**config.mk**
```make
export PLATFORM = sky130hd
export DESIGN_NAME = minterm_enum_flat
export DESIGN_NICKNAME = d
export VERILOG_FILES = /design/src/rtl/minterm_enum_if.sv /design/src/rtl/minterm_enum.sv /design/src/flat_wrapper.sv
export SDC_FILE = /design/constraint.sdc
export NUM_CORES = 1
export LEC_CHECK = 0
export ABC_AREA = 1
export BUFFER_PORTS_ARGS = -buffer_cell sky130_fd_sc_hd__buf_2
export CORE_MARGIN = 2
export CORE_UTILIZATION = 42
export CTS_BUF_LIST = sky130_fd_sc_hd__clkbuf_4 sky130_fd_sc_hd__clkbuf_8 sky130_fd_sc_hd__clkbuf_16
export CTS_CLUSTER_SIZE = 12
export DETAILED_ROUTE_END_ITERATION = 8
export GPL_ROUTABILITY_DRIVEN = 0
export SYNTH_ARGS = -nofsm -noshare
export SYNTH_HDL_FRONTEND = slang
export SYNTH_SLANG_ARGS = --single-unit
```
**constraint.sdc**
```tcl
create_clock -name clk -period 1.8 [get_ports clk]
set_clock_uncertainty 0.2 [all_clocks]
set_input_delay 0.09 -clock clk [delete_from_list [all_inputs] [get_ports clk]]
set_output_delay 0.09 -clock clk [all_outputs]
set_load 0.02 [all_outputs]
```
**src/rtl/minterm_enum_if.sv**
```systemverilog
// Minterm stream bundle: start/truth-table request plus valid/ready minterm output.
// The m_count sideband exists only when MINTERM_COUNT_EN is defined.
interface minterm_enum_if #(
  parameter int N = 3
);
  logic             start;
  logic [(1<<N)-1:0] tt;
  logic             busy;
  logic             m_valid;
  logic             m_ready;
  logic [N-1:0]     m_idx;
  logic             m_last;
  logic             done;
`ifdef MINTERM_COUNT_EN
  logic [N:0]       m_count;
`endif

  modport master (
    input  start, tt, m_ready,
`ifdef MINTERM_COUNT_EN
    output m_count,
`endif
    output busy, m_valid, m_idx, m_last, done
  );

  modport slave (
    output start, tt, m_ready,
`ifdef MINTERM_COUNT_EN
    input  m_count,
`endif
    input  busy, m_valid, m_idx, m_last, done
  );
endinterface

```
**src/rtl/minterm_enum.sv**
```systemverilog
// Serially emits every set index of a captured truth table, ascending order.
// Optional feature: define MINTERM_COUNT_EN to add the m_count popcount output.
module minterm_enum #(
  parameter int N = 3
) (
  input  logic          clk,
  input  logic          rst,
  minterm_enum_if.master bus
);
  localparam int W = 1 << N;
  localparam logic [N-1:0] IMAX = '1;
  localparam logic [N-1:0] I1 = 1;
  localparam logic [N:0]   S1 = 1;

  typedef enum logic [1:0] {
    IDLE, SCAN, EMIT, DONE
  } state_t;

  state_t         state_q, state_d;
  logic [W-1:0]   tt_q, tt_d;
  logic [N-1:0]   i_q, i_d;
  logic [N-1:0]   m_idx_q, m_idx_d;
  logic           m_valid_q, m_valid_d;
  logic           m_last_q, m_last_d;
  logic           busy_q, busy_d;
  logic           done_q, done_d;
  logic [N:0]     sh;

  always_comb begin
    state_d   = state_q;
    tt_d      = tt_q;
    i_d       = i_q;
    m_idx_d   = m_idx_q;
    m_valid_d = m_valid_q;
    m_last_d  = m_last_q;
    sh        = {1'b0, i_q} + S1;
    unique case (state_q)
      IDLE: begin
        if (bus.start) begin
          tt_d    = bus.tt;
          i_d     = '0;
          state_d = SCAN;
        end
      end
      SCAN: begin
        if (tt_q[i_q]) begin
          m_idx_d   = i_q;
          m_valid_d = 1'b1;
          // shift at full table width: index 2**N-1 shifts everything out
          m_last_d  = ((tt_q >> sh) == '0);
          state_d   = EMIT;
        end else if (i_q == IMAX) begin
          state_d = DONE;
        end else begin
          i_d = i_q + I1;
        end
      end
      EMIT: begin
        if (m_valid_q && bus.m_ready) begin
          m_valid_d = 1'b0;
          m_last_d  = 1'b0;
          if (m_last_q) begin
            state_d = DONE;
          end else begin
            i_d     = i_q + I1;
            state_d = SCAN;
          end
        end
      end
      DONE: state_d = IDLE;
      default: state_d = IDLE;
    endcase
    busy_d = (state_d == SCAN) || (state_d == EMIT);
    done_d = (state_d == DONE);
  end

  always_ff @(posedge clk) begin
    if (rst) begin
      state_q   <= IDLE;
      tt_q      <= '0;
      i_q       <= '0;
      m_idx_q   <= '0;
      m_valid_q <= 1'b0;
      m_last_q  <= 1'b0;
      busy_q    <= 1'b0;
      done_q    <= 1'b0;
    end else begin
      state_q   <= state_d;
      tt_q      <= tt_d;
      i_q       <= i_d;
      m_idx_q   <= m_idx_d;
      m_valid_q <= m_valid_d;
      m_last_q  <= m_last_d;
      busy_q    <= busy_d;
      done_q    <= done_d;
    end
  end

  assign bus.busy    = busy_q;
  assign bus.m_valid = m_valid_q;
  assign bus.m_idx   = m_idx_q;
  assign bus.m_last  = m_last_q;
  assign bus.done    = done_q;

`ifdef MINTERM_COUNT_EN
  logic [N:0] cnt_q, pop;

  always_comb begin
    pop = '0;
    for (int b = 0; b < W; b++) begin
      pop = pop + {{N{1'b0}}, bus.tt[b]};
    end
  end

  always_ff @(posedge clk) begin
    if (rst) begin
      cnt_q <= '0;
    end else if (state_q == IDLE && bus.start) begin
      cnt_q <= pop;
    end
  end

  assign bus.m_count = cnt_q;
`endif
endmodule

```
**src/flat_wrapper.sv**
```systemverilog
// flat-port wrapper written by rule: the top's interface ports become plain ports
module minterm_enum_flat 
#(
  parameter int N = 3
)
  (clk, rst, bus_start, bus_tt, bus_m_ready, bus_busy, bus_m_valid, bus_m_idx, bus_m_last, bus_done);
  minterm_enum_if #(.N(N)) bus_i ();
  input  logic clk;
  input  logic rst;
  input wire logic [$bits(bus_i.start)-1:0] bus_start;
  input wire logic [$bits(bus_i.tt)-1:0] bus_tt;
  input wire logic [$bits(bus_i.m_ready)-1:0] bus_m_ready;
  output wire logic [$bits(bus_i.busy)-1:0] bus_busy;
  output wire logic [$bits(bus_i.m_valid)-1:0] bus_m_valid;
  output wire logic [$bits(bus_i.m_idx)-1:0] bus_m_idx;
  output wire logic [$bits(bus_i.m_last)-1:0] bus_m_last;
  output wire logic [$bits(bus_i.done)-1:0] bus_done;
  assign bus_i.start = bus_start;
  assign bus_i.tt = bus_tt;
  assign bus_i.m_ready = bus_m_ready;
  assign bus_busy = bus_i.busy;
  assign bus_m_valid = bus_i.m_valid;
  assign bus_m_idx = bus_i.m_idx;
  assign bus_m_last = bus_i.m_last;
  assign bus_done = bus_i.done;
  minterm_enum #(.N(N)) u_core (.clk(clk), .rst(rst), .bus(bus_i));
endmodule
```
==> results by group <==
Global routing
  – GRT Total Usage: 0.170
  – Global-route wire length before repair: 4.33 mm
  – Gr ovfl total: 0
  – Largest net degree at the start of global routing: 16
  – Vias in the first global route: 1038
  – Initial antenna violation count: 0

Drt
  – Final wirelength: 2.50 mm
  – Drt pass-1 iters: 4
  – Drc violations: 0
  – WL/cell: 10.4 µm
  – DR iter-0 viols: 25
  – Vias/cell: 4.70
  – Routed Antenna Nets: 0
  – DR vias: 1127

Pwr
  – Peak supply drop: 0.525 mV
  – P_sw: 341 µW
  – Share of power burned in the clock network: 0.237
  – Int Power: 760 µW
  – Final Total Pwr: 1100 µW
  – Power share of the combinational group: 0.313
  – Cell Pwr Density: 698 nW/µm²
  – Sw frac: 0.310
  – Seq pwr share: 0.450
  – LEAKAGE: 0.000775 µW

Clock network
  – Htree depth: 1
  – Root Buffer: clkbuf_4
  – CTS tree: built
  – Clock tree buffer depth: 2
  – Clk Latency, worst-skew pair: 300 ps
  – Total CTS buffers: 3
  – Clock-pin slew on the worst setup and hold paths: 110 ps
  – Clk sink count: 20

Critical path
  – Critical Path RT: 1790 ps
  – Reg2reg start: u_core.i_q[0]$_SDFFE_PP0P_
  – Setup crit start kind: register
  – Critical path class: register to register
  – Reg2Reg Depth: 11
  – Reg2Reg Setup Slack: 4 ps
  – Worst setup EP type: register
  – CP max FO: 2
  – Arrival time worst endpoint: 1790 ps
  – R2R Path End: u_core.bus.busy$_SDFF_PP0_

Final layout
  – Multi-input combinational cell area: 644 µm²
  – Share of layout cells above drive strength 1: 0.319
  – Final core utilization: 0.625
  – Storage element area: 409 µm²
  – Ant diodes: 0
  – Layout area overhead: 37.8%
  – Non-Filler Instances: 240
  – Nets: 231
  – Fillers: 230

Timing
  – Fin crit share: 0.998
  – Tightest Pin Transition: 271 ps
  – Hold WS: 113 ps
  – Final setup viols: 0
  – Final count of hold timing violations: 0
  – Fin. max-slew vios: 0
  – Fmax: 0.557 GHz
  – Final TNS setup: 0 ps
  – Post-layout minimum cycle time: 1800 ps
  – Worst slew margin: 0.819
  – RSZ-0062 raised after global routing: true

Yosys
  – Synth unique cells: 21
  – Top FF cell, synth: dfxtp_1
  – Most common cell in the netlist: nand2_1
  – Seq cells post-synth: 20
  – Synth area leaders: dfxtp_1, nand2_1, ha_1
  – Register area share after synthesis: 0.350
  – Syn Area/Cell: 7.02 µm²
  – Mapped Cells: 163
  – Cell taking the most area after synthesis: dfxtp_1
  – Number of synthesized flops with an enable pin: 0
  – Syn Nets: 183
  – Ys Warns: 0
  – Synth cell count leaders: nand2_1, inv_1, dfxtp_1
  – Synth top area share: 0.350
  – Mapped Area: 1140 µm²
  – Post-synth ARST share: 0

Place
  – # port buffers: 18
  – DP HPWL: 1.83 mm
  – Dpl cells: 221

Flow run
  – Max Cap Viol: 0

Die
  – Top Ports: 19
  – Core Region: 2520 µm²
  – Row count: 18
  – Die width: 56.2 µm
  – Die Ht: 56.2 µm
  – Die area: 3160 µm²
  – Starting density of the core: 0.454

Outcome
  – Status: complete, no violations

Min path
  – Hold Crit Start: bus_m_ready
  – Hold Path Depth: 5
  – Hold endpoint: u_core.bus.m_valid$_SDFFE_PP0P_
  – Class of the worst hold path: primary input to register
[what timing repair did]
item / in CTS / in global routing
endpoints found under the hold margin: 20 / 0
setup buffers: 1 / 4
hold buffers: 10 / 0
pin swaps: 1 / 6
endpoints found under the setup margin: 1 / 15
resized for setup: 4 / 15
[placed cells by master, fill, tap and decap left out, drive strengths merged]
cell and n:
nand3 14, nor2 12, dfxtp 20, nand3b 1, o21ai 9, and3 1
ha 8, inv 25, a21oi 20, buf 37, clkbuf 4, nand2 44
nand4 4, a21boi 1, dlygate4sd3 10
[power by group through the flow]
stage | Combinational (µW) | Clock [µW] | Sequential (µW)
2_1_floorplan | 195 | 0 | 513
3_3_place_gp | 301 | 0 | 503
3_5_place_dp | 305 | 0 | 505
4_1_cts | 326 | 274 | 495
5_1_grt | 391 | 292 | 502
6_report | 345 | 261 | 495
[metrics by stage]
stage | setup WS (ps) | instance area (µm²)
CTS | 5.14 | 1520
global placement | -8.90 | 1370
floorplan | 4.58 | 1150
detailed placement | -38.1 | 1370
global route | -162 | 1580
finish | 4.20 | 1580
[worst max-delay path by stage]
stage	start	slack, ps	cells past startpoint	to
after floorplan	u_core.i_q[0]$_SDFFE_PP0P_	5	15	u_core.bus.busy$_SDFF_PP0_
after global placement	u_core.i_q[0]$_SDFFE_PP0P_	-9	11	u_core.bus.busy$_SDFF_PP0_
after detailed placement	u_core.i_q[0]$_SDFFE_PP0P_	-40	11	u_core.bus.busy$_SDFF_PP0_
after CTS	u_core.state_q[1]$_SDFF_PP0_	5	9	u_core.bus.busy$_SDFF_PP0_
after global routing	u_core.i_q[0]$_SDFFE_PP0P_	-160	11	u_core.bus.busy$_SDFF_PP0_
final	u_core.i_q[0]$_SDFFE_PP0P_	4	11	u_core.bus.busy$_SDFF_PP0_
[routing by layer]
metal / GRT usage / part of all wire / up-vias
met5: 0 / 0 / -
met4: 0.0510 / 0.0040 / 0
met3: 0.0326 / 0.046 / 2
met2: 0.264 / 0.46 / 27
met1: 0.237 / 0.49 / 484
li1: - / - / 614
[layout make-up]
cell class | instances | share of cell area
multi-input combinational | 114 | 0.408
sequential | 20 | 0.259
timing repair buffer | 47 | 0.221
inverter | 25 | 0.0642
tap | 30 | 0.0238
clock buffer | 4 | 0.0230
[sequential cells by signal, summed over array words and instances (netlist names)]
signal,count
u_core.bus.busy,1
u_core.bus.done,1
u_core.tt_q,8
u_core.i_q,3
u_core.bus.m_valid,1
u_core.bus.m_last,1
u_core.state_q,2
u_core.bus.m_idx,3
[worst max-delay path, stage by stage (launching register included)]
cell and delay, ps:
dfxtp_4 370, ha_2 180, ha_2 180, inv_2 60, nand2_1 40, a21oi_1 130
nand2_1 70, nand2_2 70, nand2_1 50, ha_1 260, inv_1 50, nor2_1 30
[kinds of logic after synthesis]
family                     after synthesis  synth area share
buffers and inverters                   29             0.111
and+or+nand+nor                         76             0.311
DFF                                     20             0.350
adders and majority gates                8            0.0874
AOI/OAI and AO/OA                       30             0.140
Note: power is estimated with default switching activity, not from simulation.
